## src/rtl/mips_mul_pkg.sv

```systemverilog
// Shared definitions for the sequential multiplier and the HI/LO register file.
//   mul_op_e    : execute-stage multiply opcodes (bit0 = signed, bit1 = accumulate)
//   hilo_mul_e  : HI/LO write-port codes, also decoded by the register file
//   mul_state_e : multiplier control FSM states
package mips_mul_pkg;

  typedef enum logic [1:0] {
    OP_MULTU = 2'd0,
    OP_MULT  = 2'd1,
    OP_MADDU = 2'd2,
    OP_MADD  = 2'd3
  } mul_op_e;

  typedef enum logic [1:0] {
    MUL_NONE  = 2'd0,
    MUL_WRITE = 2'd1,
    MUL_ACC   = 2'd2
  } hilo_mul_e;

  typedef enum logic [1:0] {
    ST_IDLE = 2'd0,
    ST_RUN  = 2'd1,
    ST_SIGN = 2'd2,
    ST_DONE = 2'd3
  } mul_state_e;

endpackage

```

## src/rtl/mul_shift_add_dp.sv

```systemverilog
// Unsigned W x W shift-add datapath, one multiplier bit per step.
//   clk, rst  : clock, synchronous active-high reset
//   load      : capture mcand_in/mplr_in, clear accumulator and counter
//   step      : perform one shift-add iteration
//   mcand_in  : multiplicand magnitude
//   mplr_in   : multiplier magnitude
//   done      : the current step is the last (counter == W-1)
//   product   : {acc, mplr}, valid after W steps
module mul_shift_add_dp
  import mips_mul_pkg::*;
#(
  parameter int W     = 32,
  parameter int CNT_W = 6
) (
  input  logic           clk,
  input  logic           rst,
  input  logic           load,
  input  logic           step,
  input  logic [W-1:0]   mcand_in,
  input  logic [W-1:0]   mplr_in,
  output logic           done,
  output logic [2*W-1:0] product
);

  logic [W-1:0]     acc;
  logic [W-1:0]     mplr;
  logic [W-1:0]     mcand;
  logic [CNT_W-1:0] cnt;
  logic [W:0]       sum;

  // Carry out of the add becomes the new MSB of acc after the right shift.
  always_comb begin
    sum = {1'b0, acc};
    if (mplr[0]) sum = {1'b0, acc} + {1'b0, mcand};
  end

  always_ff @(posedge clk) begin
    if (rst) begin
      acc   <= '0;
      mplr  <= '0;
      mcand <= '0;
      cnt   <= '0;
    end else if (load) begin
      acc   <= '0;
      mplr  <= mplr_in;
      mcand <= mcand_in;
      cnt   <= '0;
    end else if (step) begin
      {acc, mplr} <= {sum, mplr[W-1:1]};
      cnt         <= cnt + 1'b1;
    end
  end

  assign done    = (cnt == CNT_W'(W - 1));
  assign product = {acc, mplr};

endmodule

```

## src/rtl/mul_hilo_writer.sv

```systemverilog
// Sequential signed/unsigned multiply(-accumulate) engine driving the HI/LO
// write port of the register file with a single 64-bit beat per operation.
//   clk, rst     : clock, synchronous active-high reset
//   start, op    : request and opcode (MULTU/MULT/MADDU/MADD), sampled while idle
//   src_a, src_b : operands, captured with start
//   kill         : pipeline flush; aborts in RUN/SIGN, ignored in DONE
//   busy         : operation in flight
//   wb_valid     : one-cycle write beat
//   wb_mul       : 1 = overwrite, 2 = accumulate, 0 when no beat
//   wb_lo, wb_hi : low / high halves of the signed product
module mul_hilo_writer
  import mips_mul_pkg::*;
#(
  parameter int W     = 32,
  parameter int CNT_W = 6
) (
  input  logic         clk,
  input  logic         rst,
  input  logic         start,
  input  logic [1:0]   op,
  input  logic [W-1:0] src_a,
  input  logic [W-1:0] src_b,
  input  logic         kill,
  output logic         busy,
  output logic         wb_valid,
  output logic [1:0]   wb_mul,
  output logic [W-1:0] wb_lo,
  output logic [W-1:0] wb_hi
);

  mul_state_e     state;
  mul_op_e        op_q;
  logic           neg_q;

  logic [W-1:0]   a_mag;
  logic [W-1:0]   b_mag;
  logic           dp_load;
  logic           dp_step;
  logic           dp_done;
  logic [2*W-1:0] dp_product;
  logic [2*W-1:0] prod_signed;

  // Magnitudes for signed ops; the most negative value maps to itself,
  // which is its correct unsigned magnitude.
  always_comb begin
    a_mag = src_a;
    b_mag = src_b;
    if (op[0] && src_a[W-1]) a_mag = ~src_a + 1'b1;
    if (op[0] && src_b[W-1]) b_mag = ~src_b + 1'b1;
  end

  assign dp_load = (state == ST_IDLE) && start && !kill;
  assign dp_step = (state == ST_RUN) && !kill;

  always_comb begin
    prod_signed = dp_product;
    if (neg_q) prod_signed = ~dp_product + 1'b1;
  end

  mul_shift_add_dp #(
    .W     (W),
    .CNT_W (CNT_W)
  ) u_dp (
    .clk      (clk),
    .rst      (rst),
    .load     (dp_load),
    .step     (dp_step),
    .mcand_in (a_mag),
    .mplr_in  (b_mag),
    .done     (dp_done),
    .product  (dp_product)
  );

  always_ff @(posedge clk) begin
    if (rst) begin
      state    <= ST_IDLE;
      op_q     <= OP_MULTU;
      neg_q    <= 1'b0;
      busy     <= 1'b0;
      wb_valid <= 1'b0;
      wb_mul   <= MUL_NONE;
      wb_lo    <= '0;
      wb_hi    <= '0;
    end else begin
      wb_valid <= 1'b0;
      wb_mul   <= MUL_NONE;
      case (state)
        ST_IDLE: begin
          if (start && !kill) begin
            op_q  <= mul_op_e'(op);
            neg_q <= op[0] & (src_a[W-1] ^ src_b[W-1]);
            busy  <= 1'b1;
            state <= ST_RUN;
          end
        end
        ST_RUN: begin
          if (kill) begin
            busy  <= 1'b0;
            state <= ST_IDLE;
          end else if (dp_done) begin
            state <= ST_SIGN;
          end
        end
        ST_SIGN: begin
          if (kill) begin
            busy  <= 1'b0;
            state <= ST_IDLE;
          end else begin
            {wb_hi, wb_lo} <= prod_signed;
            state          <= ST_DONE;
          end
        end
        ST_DONE: begin
          wb_valid <= 1'b1;
          wb_mul   <= op_q[1] ? MUL_ACC : MUL_WRITE;
          busy     <= 1'b0;
          state    <= ST_IDLE;
        end
        default: state <= ST_IDLE;
      endcase
    end
  end

endmodule
```

## config.mk

```make
export PLATFORM = sky130hd
export DESIGN_NAME = mul_hilo_writer
export DESIGN_NICKNAME = d
export VERILOG_FILES = /design/src/rtl/mips_mul_pkg.sv /design/src/rtl/mul_shift_add_dp.sv /design/src/rtl/mul_hilo_writer.sv
export SDC_FILE = /design/constraint.sdc
export NUM_CORES = 1
export LEC_CHECK = 0
export ABC_AREA = 0
export BUFFER_PORTS_ARGS = -buffer_cell sky130_fd_sc_hd__buf_2
export CELL_PAD_IN_SITES_DETAIL_PLACEMENT = 0
export CELL_PAD_IN_SITES_GLOBAL_PLACEMENT = 1
export CORE_MARGIN = 2
export CORE_UTILIZATION = 35
export DETAILED_ROUTE_END_ITERATION = 6
export GPL_TIMING_DRIVEN = 0
export PLACE_DENSITY_LB_ADDON = 0.1
export SYNTH_ARGS = -nofsm -noshare
export SYNTH_HDL_FRONTEND = slang
export SYNTH_SLANG_ARGS = --single-unit
```

## constraint.sdc

```tcl
create_clock -name clk -period 7.2 [get_ports clk]
set_input_delay 0.36 -clock clk [delete_from_list [all_inputs] [get_ports clk]]
set_output_delay 0.36 -clock clk [all_outputs]
set_load 0.02 [all_outputs]
```

==> impl_metrics.toml, run 1 <==
[run_status]
outcome = "finished, final reports clean"

[clock_tree]
cts_max_level = 4
clkLatencyLatePin_ns = 0.44
cts_tree = "done"
ctsHoldBuffers = 0
cts_setup_buffers = 0
cts-root-buf = "clkbuf_16"
numClockSinks = 174
cts-resized-gates = 0
cts_buffer_depth = 2
cts_made_buffers = 17
clk_pin_slew_ns = 0.07

[final_layout]
finalNetCount = 1644
final_cell_area_mm2 = 0.0126
drive_above_1_share_pct = 11.6
seq_area_mm2 = 0.00348
synthToLayoutAreaGrowth_pct = 16.6
num-fill-cells = 3231
multi_input_area_mm2 = 0.00690
diodes = 0

[worst_setup_path]
crit_path_start = "u_dp.mplr[0]"
required_ns = 7.55
slowest_stage = "or4b_2"
cp_cell_sequence = "inv_1 -> clkbuf_1 -> ha_1 -> or4b_2 -> nor2_1 -> and4_1 -> nand3b_1 -> o41ai_1 -> xor2_1 -> a211oi_1"
crit_path_end_kind = "register"
startpoint_type = "register"
worstReg2RegEnd = "wb_hi[24]"
path_class = "reg -> reg"
crit_fanout = 10
cp_top_family = "simple AND/OR/NAND/NOR gates"
crit_cells = 10
rrSetupSlack_ns = 3.40
reg2reg_depth = 10
path_buf_inv = 2
reg2reg_from = "u_dp.mplr[0]"
timing.critical_path.slowest_cell_delay_ns = 0.65
cp.arrival_ns = 4.15
worstSetupEndpoint = "wb_hi[24]"

[sta]
final_hold_viol_count = 0
final-max-slew-violation-count = 0
finClkSkew_ns = 0.0111
worst_slew_margin_rel_pct = 29.2
final.setup.tns_ns = 0
min_period_ns = 3.80
whs_ns = 0.227
timing.final.ws_setup_ns = 3.40
rsz0062_at_grt = "no"
setup_viol = 0
fmax_mhz = 263
fin_crit_sh_pct = 52.7
tightest_slew_ns = 1.05

[synthesis]
syn_nets = 1488
ys_ff_latch = 174
synthArstFlopShare_pct = 0
synth.cell_area_mm2 = 0.0108
syn_avg_cell_area_um2 = 7.85
synth_cells = 1377
synth-edff-count = 0
synthDistinctLibCells = 64
synth_warnings = 0
ys_seq_area_share_pct = 32.2
ys.flop_type = "dfxtp_1"

[grt]
grt_max_degree = 17
grt.total_usage_pct = 22.2
use_met2_pct = 31.3
grt_overflow = 0
grt_pass1_vias = 9589
gr-usage-met1_pct = 34.9
met3_usage_pct = 3.44
antenna_found_initial = 0
top_usage_layer = "met1"
grt_pass1_wl_um = 56800

[placement]
port_buffers = 137
dpl-instance-area_mm2 = 0.0120
place.gp.congestion = 0.852
dp_hpwl_um = 29300
post-place-ws_ns = 3.46

[route]
wire_per_inst_um = 19.0
drc = 0
antenna_left = 0
dr.first_iter.drc_count = 738
avgViaCountPerCell = 5.41
via_count = 10500
drt_wl_total_um = 36900
drt_pre_antenna_iters = 5

[die]
dieArea_mm2 = 0.0323
dieHeight_um = 180
die_w_um = 180
initial_core_util_pct = 35.4
fp.coreArea_mm2 = 0.0305
ioPinCount = 138
rows = 64

[power]
p_per_area_mw_per_mm2 = 219
ir_drop_v = 0.000173
total_power_w = 0.00276
cellLeakagePower_nw = 4.76

[hold_path]
worstHoldPathType = "in -> reg"
min_path_cells = 2

[flow_run]
max-cap-violations = 0
==> cell usage after synthesis (29+ instances only) <==
master / count / share of area [%]
dfxtp_1: 174 / 32
o21ai_0: 76 / 3.5
a311oi_1: 31 / 2.5
nand2_1: 135 / 4.7
nor2_1: 188 / 6.5
a211oi_1: 94 / 6.5
o31ai_1: 29 / 2.0
a21oi_1: 90 / 4.2
clkbuf_1: 82 / 2.8
xnor2_1: 45 / 3.6
ha_1: 40 / 4.6
xor2_1: 93 / 7.5
==> flip-flops by register name, summed over array words and instances (netlist names) <==
signal      count
busy            1
neg_q           1
op_q            1
state           2
u_dp.acc       32
u_dp.cnt        6
u_dp.mcand     32
u_dp.mplr      32
wb_hi          32
wb_lo          32
wb_mul          2
wb_valid        1
==> where the power goes <==
part	internal, W	switching, W
logic	0.000230	0.000409
registers	0.00102	0.0000920
clock network	0.000593	0.000410
total	0.00185	0.000912
==> metal layers <==
| layer | part of all wire, % | wire length (um) |
|---|---|---|
| met4 | 1.2 | 449 |
| met3 | 5.6 | 2080 |
| met5 | 0 | 0 |
| met2 | 40 | 14600 |
| met1 | 53 | 19700 |
==> kinds of logic (layout without fill, tap and decap cells) <==
kind of cell / count (synthesis) / count (layout) / share of synthesized area [%]
adders and majority gates: 41 / 41 / 4.81
xor gates and xnor gates: 138 / 138 / 11.2
and+or+nand+nor: 489 / 489 / 21.2
AOI/OAI and AO/OA: 399 / 399 / 24.5
buffers and inverters: 113 / 282 / 3.93
muxes: 23 / 23 / 2.13
DFF: 174 / 174 / 32.2
==> per-stage QoR <==
step	std cells	util [%]
final	1942	41.3
after global routing	1942	41.3
after CTS	1942	41.3
after detailed placement	1910	39.3
after global placement	1910	39.3
after floorplan	1377	-
==> worst register-to-register path, cell delays in order, from the launching register on <==
cell and delay, ns:
dfxtp_1 0.38, inv_1 0.11, clkbuf_1 0.43, ha_1 0.30
or4b_2 0.65, nor2_1 0.21, and4_1 0.43, nand3b_1 0.24
o41ai_1 0.57, xor2_1 0.15, a211oi_1 0.24
==> worst min-delay path by stage <==
| stage | slack (ns) | startpoint | end |
|---|---|---|---|
| after CTS | 0.21 | src_a[31] | u_dp.mcand[31] |
| after global routing | 0.24 | src_a[0] | u_dp.mcand[0] |
| final | 0.23 | src_a[31] | u_dp.mcand[31] |
| after global placement | 0.44 | u_dp.mcand[29] | u_dp.mcand[29] |
| after detailed placement | 0.45 | op_q[1] | wb_mul[0] |
| after floorplan | 0.41 | op_q[1] | wb_mul[0] |
==> area by class of cell <==
class,instances,area share [%]
clock inverters,9,1.25
well taps,396,3.93
multi-input cells,1090,54.7
plain buffers,91,2.72
flip-flops and latches,174,27.6
inverters,22,0.655
clock buffers,23,3.63
repair buffers,137,5.44
==> cells in the final DEF (no fill, tap or decap), drive strengths merged, types with 3 or more instances in the layout <==
master,instances
buf,146
or2,6
o211ai,5
o21ai,77
a31oi,6
o32ai,3
clkbuf,105
nand2,135
nand4,14
nand2b,14
o41ai,16
a21o,16
and3,9
a21oi,90
nor2,188
inv,24
nor4,14
nor3,23
dfxtp,174
nor2b,13
xnor2,45
o21a,5
nand3,14
mux2i,23
o31ai,29
a311oi,31
bufinv,4
and2,7
xor2,93
or4,14
and3b,3
or3,22
ha,40
a211oi,94
o22ai,10
Note: power is estimated with default switching activity, not from simulation.
==> run 2, diff against run 1 <==
==> constraint.sdc (replaced) <==
create_clock -name clk -period 3.29 [get_ports clk]
set_input_delay 0.1645 -clock clk [delete_from_list [all_inputs] [get_ports clk]]
set_output_delay 0.1645 -clock clk [all_outputs]
set_load 0.02 [all_outputs]
==> run 2 against run 1 <==
  * Cell count increased by 0.36%
  * Via count grew 0.86%
  * Sequential power up 120%
  * Total power is 110% higher
  * Register-to-register slack got worse by 3.3 ns
  * Core utilization is 0.40 points higher
  * Largest power group unchanged
  * Clock skew up 0.0028 ns
  * Highest routed layer unchanged
  * Sequential share of layout area decreased by 0.18 points
  * Hold slack worse by 0.22 ns
  * Clock-buffer cell count is 2 lower
  * Global-route usage rose by 0.11 points
  * Die area did not move
==> impl_metrics.toml, run 2 (synthesized netlist as in run 1, its figures left out) <==
[die]
rows = 64
dieArea_mm2 = 0.0323
ioPinCount = 138
fp.coreArea_mm2 = 0.0305
die_w_um = 180
initial_core_util_pct = 35.4
dieHeight_um = 180

[power]
p_sw_w = 0.00206
p_per_area_mw_per_mm2 = 458
internal_power_w = 0.00377
clkPwrFrac_pct = 32.9
sequentialPowerShare_pct = 41.9
cellLeakagePower_nw = 4.78
pwr-share-comb_pct = 25.2
switching_share_pct = 35.3
ir_drop_v = 0.000395

[worst_setup_path]
crit_top_cell = "or4_4"
crit_path_end_kind = "register"
reg2reg_from = "u_dp.mplr[6]"
slowest_stage = "or4_4"
timing.critical_path.slowest_cell_delay_ns = 0.53
crit_path_start = "u_dp.mplr[6]"
cp.arrival_ns = 3.52
required_ns = 3.60
path_class = "reg -> reg"
cp_cell_sequence = "or4_4 -> or4b_4 -> nand4b_4 -> or4_4 -> or3_4 -> o41ai_4 -> xor2_1 -> a211oi_1"
path_buf_inv = 0
startpoint_type = "register"
cp_top_family = "simple AND/OR/NAND/NOR gates"
crit_fanout = 6

[final_layout]
finalNetCount = 1651
synthToLayoutAreaGrowth_pct = 17.7
final_cells = 1949
multi_input_area_mm2 = 0.00703
num-fill-cells = 3252
layout_commonest_cell = "nor2_1"
diodes = 0
mostFrequentLayoutCells = "188 x nor2_1, 170 x dfxtp_1, 137 x buf_2, 135 x nand2_1, 94 x a211oi_1"
seq_area_mm2 = 0.00349
drive_above_1_share_pct = 13.3

[route]
drt_pre_antenna_iters = 7
via_count = 10600
antenna_left = 0
wire_per_inst_um = 18.9
dr.first_iter.drc_count = 617
drt_wl_total_um = 36900
drc = 0
avgViaCountPerCell = 5.43

[sta]
worst_slew_margin_rel_pct = 29.3
final_hold_viol_count = 0
setup_viol = 0
timing.final.ws_setup_ns = 0.0813
fin_crit_sh_pct = 97.5
tightest_slew_ns = 1.05
final.setup.tns_ns = 0
min_period_ns = 3.21
fmax_mhz = 312
finClkSkew_ns = 0.0140
rsz0062_at_grt = "no"
final-max-slew-violation-count = 0

[clock_tree]
clkLatencyLatePin_ns = 0.45
numClockSinks = 174
cts_made_buffers = 17
cts_tree = "done"
cts_max_level = 4
cts_buffer_depth = 2
clk_pin_slew_ns = 0.08
cts-root-buf = "clkbuf_16"

[grt]
grt_pass1_vias = 9621
grt_max_degree = 17
grt_overflow = 0
antenna_found_initial = 0
grt_pass1_wl_um = 57000
grt.total_usage_pct = 22.3

[placement]
place.detailed.instances = 1910
dp_hpwl_um = 29400
place.gp.congestion = 0.864
port_buffers = 137
post-place-ws_ns = -0.398

[flow_run]
max-cap-violations = 0

[hold_path]
worstHoldStart = "src_a[31]"
worstHoldPathType = "in -> reg"

[run_status]
outcome = "finished, final reports clean"
==> run 2: cell count changes in the layout (fill, tap and decap cells not counted), moves of 3 or more <==
| cell | delta |
|---|---|
| buf_4 | +9 |
| bufinv_16 | -4 |
| dfxtp_1 | -4 |
| o31ai_1 | -4 |
| clkbuf_1 | -3 |
| clkinv_4 | +3 |
| o31ai_4 | +3 |
==> run 2: stage by stage <==
step / total power, W / hold WS, ns / cell area [um^2] / util, %
6_report: 0.00584 / 0.0123 / 12700 / 41.7
5_1_grt: 0.00611 / 0.0364 / 12700 / 41.7
4_1_cts: 0.00583 / 0.00695 / 12700 / 41.5
3_5_place_dp: 0.00387 / 0.448 / 12000 / 39.3
3_3_place_gp: 0.00386 / 0.443 / 12000 / 39.3
2_1_floorplan: 0.00337 / 0.295 / 10800 / -
==> run 2: layout make-up <==
type,instances,share of cell area [%]
sequential,174,27.4
clock buffer,21,3.54
buffer,89,2.62
clock inverter,11,0.668
multi-input combinational,1090,55.2
timing repair buffer,146,5.92
inverter,22,0.678
tap,396,3.89
==> run 2: final timing paths <==
check                           slack, ns  cells after the start             end
worst max-delay path                 0.08                      8       wb_hi[23]
worst min-delay path                 0.01                      2  u_dp.mcand[31]
worst max register to register       0.08                      8       wb_hi[23]
worst min register to register       0.45                      1       wb_mul[0]
==> run 2: power by group through the flow <==
stage	Combinational (W)	Sequential (W)	Clock, W
2_1_floorplan	0.000952	0.00242	0
3_3_place_gp	0.00138	0.00248	0
3_5_place_dp	0.00139	0.00248	0
4_1_cts	0.00144	0.00243	0.00195
5_1_grt	0.00162	0.00246	0.00203
6_report	0.00147	0.00244	0.00192
==> run 2: per-layer routing <==
| metal | vias to the layer above | wire (um) | global-route usage, % |
|---|---|---|---|
| met2 | 330 | 14800 | 31.3 |
| met4 | 0 | 409 | 5.04 |
| met1 | 4911 | 19800 | 35.6 |
| li1 | 5325 | - | - |
| met3 | 26 | 1940 | 2.88 |
| met5 | - | 0 | 0 |
==> run 2: repair_timing <==
action,CTS,global route
endpoints found under the hold margin,0,0
hold buffers,0,0
resized for setup,20,12
endpoints found under the setup margin,21,16
cloned,0,0
pin swaps,12,3
buffers inserted,6,3
